[src/rtl/rv_rf_pkg.sv]
// Shared definitions for the multi-port register file with scoreboard.
// Holds the default geometry and the clear-sequencer state encoding.
package rv_rf_pkg;

   localparam int XLEN_DEF = 32;
   localparam int NREG_DEF = 32;

   typedef enum logic [0:0] {
      RF_IDLE  = 1'b0,
      RF_CLEAR = 1'b1
   } rf_state_t;

endpackage

[src/rtl/rf_scoreboard.sv]
// Per-register pending-write scoreboard.
//   clk, rst  : clock, async active-high reset (clears all pending bits)
//   wb_clr    : accepted writeback, clears bit wb_addr
//   iss_set   : accepted issue, sets bit iss_addr (wins over wb_clr)
//   seq_clr   : clear sequencer active, clears bit seq_idx
//   sb_post   : combinational view after writeback/sequencer clear,
//               before this cycle's issue set (used by the read ports)
module rf_scoreboard
   import rv_rf_pkg::*;
#(
   parameter int NREG = NREG_DEF,
   parameter int AW   = $clog2(NREG)
) (
   input  logic            clk,
   input  logic            rst,
   input  logic            wb_clr,
   input  logic [AW-1:0]   wb_addr,
   input  logic            iss_set,
   input  logic [AW-1:0]   iss_addr,
   input  logic            seq_clr,
   input  logic [AW-1:0]   seq_idx,
   output logic [NREG-1:0] sb_post
);

   logic [NREG-1:0] sb_q;
   logic [NREG-1:0] sb_next;

   always_comb begin
      sb_post = sb_q;
      if (wb_clr) sb_post[wb_addr] = 1'b0;
      if (seq_clr) sb_post[seq_idx] = 1'b0;
      // Issue is applied last so a same-cycle write does not hide a new producer.
      sb_next = sb_post;
      if (iss_set) sb_next[iss_addr] = 1'b1;
      sb_next[0] = 1'b0;
   end

   always_ff @(posedge clk or posedge rst) begin
      if (rst) sb_q <= '0;
      else     sb_q <= sb_next;
   end

endmodule

[src/rtl/regfile_mp_sb.sv]
// Multi-port integer register file with write-first bypass, pending-write
// scoreboard and a multi-cycle architectural clear sequencer. x0 reads zero.
//   clk, rst          : clock, async active-high reset
//   rd_en/rd_addr     : NRD read ports, address p at [p*AW +: AW]
//   rd_data/rd_pend   : registered read data / pending flag per port
//   wb_en/addr/data   : single writeback port
//   iss_en/iss_addr   : marks a destination as having an outstanding producer
//   clr_req/clr_busy  : start pulse / busy flag of the clear sequencer
//
// state    | meaning
// ---------+-----------------------------------------------------------
// RF_IDLE  | normal operation; writes, issues and clr_req accepted
// RF_CLEAR | zeroing entry idx each cycle (1..NREG-1); wb/iss/clr ignored
module regfile_mp_sb
   import rv_rf_pkg::*;
#(
   parameter int XLEN = XLEN_DEF,
   parameter int NREG = NREG_DEF,
   parameter int AW   = $clog2(NREG),
   parameter int NRD  = 2
) (
   input  logic               clk,
   input  logic               rst,
   input  logic [NRD-1:0]     rd_en,
   input  logic [NRD*AW-1:0]  rd_addr,
   output logic [NRD*XLEN-1:0] rd_data,
   output logic [NRD-1:0]     rd_pend,
   input  logic               wb_en,
   input  logic [AW-1:0]      wb_addr,
   input  logic [XLEN-1:0]    wb_data,
   input  logic               iss_en,
   input  logic [AW-1:0]      iss_addr,
   input  logic               clr_req,
   output logic               clr_busy
);

   rf_state_t        state;
   logic [AW-1:0]    idx;
   logic [XLEN-1:0]  mem [NREG];
   logic [NREG-1:0]  sb_post;
   logic             wr_acc;
   logic             iss_acc;
   logic             seq_clr;

   assign seq_clr = (state == RF_CLEAR);
   assign wr_acc  = wb_en  && (wb_addr  != '0) && (state == RF_IDLE);
   assign iss_acc = iss_en && (iss_addr != '0) && (state == RF_IDLE);

   always_ff @(posedge clk or posedge rst) begin
      if (rst) begin
         state    <= RF_IDLE;
         idx      <= AW'(1);
         clr_busy <= 1'b0;
      end else begin
         case (state)
            RF_IDLE: begin
               if (clr_req) begin
                  state    <= RF_CLEAR;
                  idx      <= AW'(1);
                  clr_busy <= 1'b1;
               end
            end
            RF_CLEAR: begin
               if (idx == AW'(NREG - 1)) begin
                  state    <= RF_IDLE;
                  idx      <= AW'(1);
                  clr_busy <= 1'b0;
               end else begin
                  idx <= idx + AW'(1);
               end
            end
            default: begin
               state    <= RF_IDLE;
               idx      <= AW'(1);
               clr_busy <= 1'b0;
            end
         endcase
      end
   end

   // Write and sequencer clear never coincide: writes are only taken in IDLE.
   // A clr_req alongside a write lets the write land; the sweep zeroes it later.
   always_ff @(posedge clk or posedge rst) begin
      if (rst) begin
         for (int i = 0; i < NREG; i++) mem[i] <= '0;
      end else begin
         if (wr_acc)  mem[wb_addr] <= wb_data;
         if (seq_clr) mem[idx]     <= '0;
      end
   end

   rf_scoreboard #(
      .NREG (NREG),
      .AW   (AW)
   ) u_sb (
      .clk      (clk),
      .rst      (rst),
      .wb_clr   (wr_acc),
      .wb_addr  (wb_addr),
      .iss_set  (iss_acc),
      .iss_addr (iss_addr),
      .seq_clr  (seq_clr),
      .seq_idx  (idx),
      .sb_post  (sb_post)
   );

   for (genvar p = 0; p < NRD; p++) begin : g_rd
      logic [AW-1:0]   addr;
      logic [XLEN-1:0] data_q;
      logic            pend_q;

      assign addr = rd_addr[p*AW +: AW];

      always_ff @(posedge clk or posedge rst) begin
         if (rst) begin
            data_q <= '0;
            pend_q <= 1'b0;
         end else if (rd_en[p]) begin
            if (addr == '0)
               data_q <= '0;
            else if (wr_acc && (wb_addr == addr))
               data_q <= wb_data;
            else if (seq_clr && (idx == addr))
               data_q <= '0;
            else
               data_q <= mem[addr];
            pend_q <= (addr != '0) && sb_post[addr];
         end
      end

      assign rd_data[p*XLEN +: XLEN] = data_q;
      assign rd_pend[p]              = pend_q;
   end

endmodule

[config.mk]
export PLATFORM = sky130hd
export DESIGN_NAME = regfile_mp_sb
export DESIGN_NICKNAME = d
export VERILOG_FILES = /design/src/rtl/rv_rf_pkg.sv /design/src/rtl/rf_scoreboard.sv /design/src/rtl/regfile_mp_sb.sv
export SDC_FILE = /design/constraint.sdc
export NUM_CORES = 2
export LEC_CHECK = 0
export CORE_MARGIN = 1.5
export CORE_UTILIZATION = 30
export CTS_CLUSTER_SIZE = 12
export DETAILED_ROUTE_END_ITERATION = 6
export PLACE_DENSITY = 0.49
export SKIP_CTS_REPAIR_TIMING = 1
export SLEW_MARGIN = 25
export SYNTH_ARGS = -nofsm -noshare
export SYNTH_HDL_FRONTEND = slang
export SYNTH_SLANG_ARGS = --single-unit
[constraint.sdc]
create_clock -name clk -period 53.8 [get_ports clk]
set_input_delay 10.76 -clock clk [delete_from_list [all_inputs] [get_ports clk]]
set_output_delay 10.76 -clock clk [all_outputs]
set_load 0.05 [all_outputs]
==> out/qor.csv <==
metric,value,unit
status,"complete, no violations",
cts.root.buffer_cell,clkbuf_16,
fin_ws,39670,ps
cts_tree,built,
cts_sinks,1128,
startpoint_type,primary input,
power_density,37.2,nW/um^2
yosysWarnings,0,
dp.cells,8408,
arrival,14800,ps
numCtsBuffers,134,
vias,50900,
power_leakage,28.0,nW
die_w,457,um
drc,0,
drv_cap,0,
antenna_found_initial,10,
synth_seq_cells,1128,
synth_edf_count,0,
cp_data_required_time,54470,ps
critPathKind,in -> reg,
layout_commonest_cell,nand2_1,
port_buffers,125,
final_max_slew_viol_count,0,
die_h,457,um
drt_iter0_markers,6402,
syn_nets,6098,
grt_setup_unrepaired,no,
top_layer_used,met5,
fin_crit,14130,ps
cp-startpoint,rd_addr[6],
worstMarginPinSlew,1070,ps
met1_length,105000,um
fmax,0.0708,GHz
synth_cell_types,69,
drt_first_pass_iters,6,
critPathCaptureType,flip-flop,
dieArea,209000,sq um
pre_cts_slack,38200,ps
slew_headroom,28.5,%
ir_worst_vdd,33.8,uV
place_congestion,0.863,
syn_to_final_growth,13.9,%
grt_pass1_vias,50300,
syn-cell-area,61900,sq um
vias_per_cell,5.88,
routedWlPerCell,31.8,um
ys.flop_type,dfrtp_1,
grt-ovfl-total,0,
clk_latency,790,ps
num_io_pins,126,
wl_met3,25000,um
setup_viol_count_final,0,
critical_path.max_fanout,61,
async_flop_share,100,%
cts_buffer_depth,3,
final_cell_mix,"nand2_1, dfrtp_1, a21oi_1",
ys_seq_area_share,45.6,%
fin_crit_sh,26.3,%
grt_max_degree,169,
nNetsFinal,5924,
min_from,mem[1016],
met2_length,127000,um
rows,166,
finalWirelength,275000,um
hold_viol_final,0,
cts.reportedPaths.clkPinSlew,60,ps
fin_tns_setup,0,ps
finalNonFillerCells,8657,
hold_class,reg -> reg,
grt_use_total,26.0,%
clock_skew,30.9,ps
initial_utilization,30.2,%
hpwl,150000,um
synth_cells,6034,
drive_gt1_share,19.4,%
grt_pass1_wl,391000,um
postRouteAntennaNets,0,
reg2reg_from,idx[0],
syn_avg_cell_area,10.3,sq um
core_area,205000,sq um
htreeDepth,4,
## worst paths after layout
kind / cells after the start / to / slack (ps)
setup / recovery: 8 / g_rd[1].pend_q / 39670
hold / removal: 1 / mem[1016] / 500
setup reg to reg: 9 / g_rd[0].pend_q / 49950
hold reg to reg: 1 / mem[1016] / 500
max in group asynchronous: 4 / g_rd[0].data_q[18] / 40910
min in group asynchronous: 2 / mem[1021] / 10500
## cell type report
cell class,count,area [sq um]
Antenna cell,6,15.0
Clock buffer,203,4010
Clock inverter,36,448
Fill cell,20400,134000
Inverter,15,63.8
Multi-Input combinational cell,4275,31600
Sequential cell,1128,28200
Tap cell,2688,3360
Timing Repair Buffer,306,2750
## layer usage
metal | GRT usage [%] | up-vias
met5 | 0 | -
met3 | 5.10 | 777
met1 | 33.4 | 26500
met2 | 41.2 | 2902
met4 | 14.3 | 4
li1 | - | 20800
## sequential cells by signal, summed over array words and instances, names as in the netlist
name	count
idx	5
g_rd.data_q	64
g_rd.pend_q	2
seq_clr	1
u_sb.sb_q	31
clr_busy	1
mem	1024
## synthesized netlist by cell type (all sizes together), types with 30 or more instances
cell / count / area share (%)
mux2i: 66 / 1.1
nand2: 2042 / 12
mux4: 643 / 23
nor2: 72 / 0.44
o21ai: 106 / 0.86
clkbuf: 491 / 3.0
dfrtp: 1127 / 46
nor2b: 66 / 0.67
and2: 32 / 0.32
nand3b: 30 / 0.36
a21oi: 1062 / 8.6
buf: 125 / 1.1
## critical path: stages
cell      delay (ps)
buf_8            490
buf_4            800
buf_4            920
clkinv_1         570
mux2_2           400
a31oi_1          170
a31oi_1          140
o41ai_2          340
## report_power, final
| group | switching, mW | internal [mW] |
|---|---|---|
| clock | 0.389 | 0.553 |
| sequential | 0.113 | 0.982 |
| combinational | 0.342 | 0.239 |
## cell families (layout without fill, tap and decap cells)
kind of cell / after synthesis / in the layout / synth area share (%)
flops: 1128 / 1128 / 45.6
compound gates: 1211 / 1211 / 10.0
other cells: 0 / 6 / 0
buf+inv: 631 / 560 / 4.27
mux: 713 / 713 / 24.6
fa+ha+maj: 5 / 5 / 0.101
simple gates: 2326 / 2326 / 15.1
xor+xnor: 20 / 20 / 0.283
## through the flow
step                      cell area (sq um)  power, mW  hold slack, ps  utilization [%]
after floorplan                       61900       1.46             458                -
after global placement                65800       1.67             482             32.1
after detailed placement              65900       1.68             487             32.2
after CTS                             70300       2.62             509             34.3
after global routing                  70400       2.71             524             34.4
final                                 70400       2.62             504             34.4
Power figures use the tool's default switching activity.
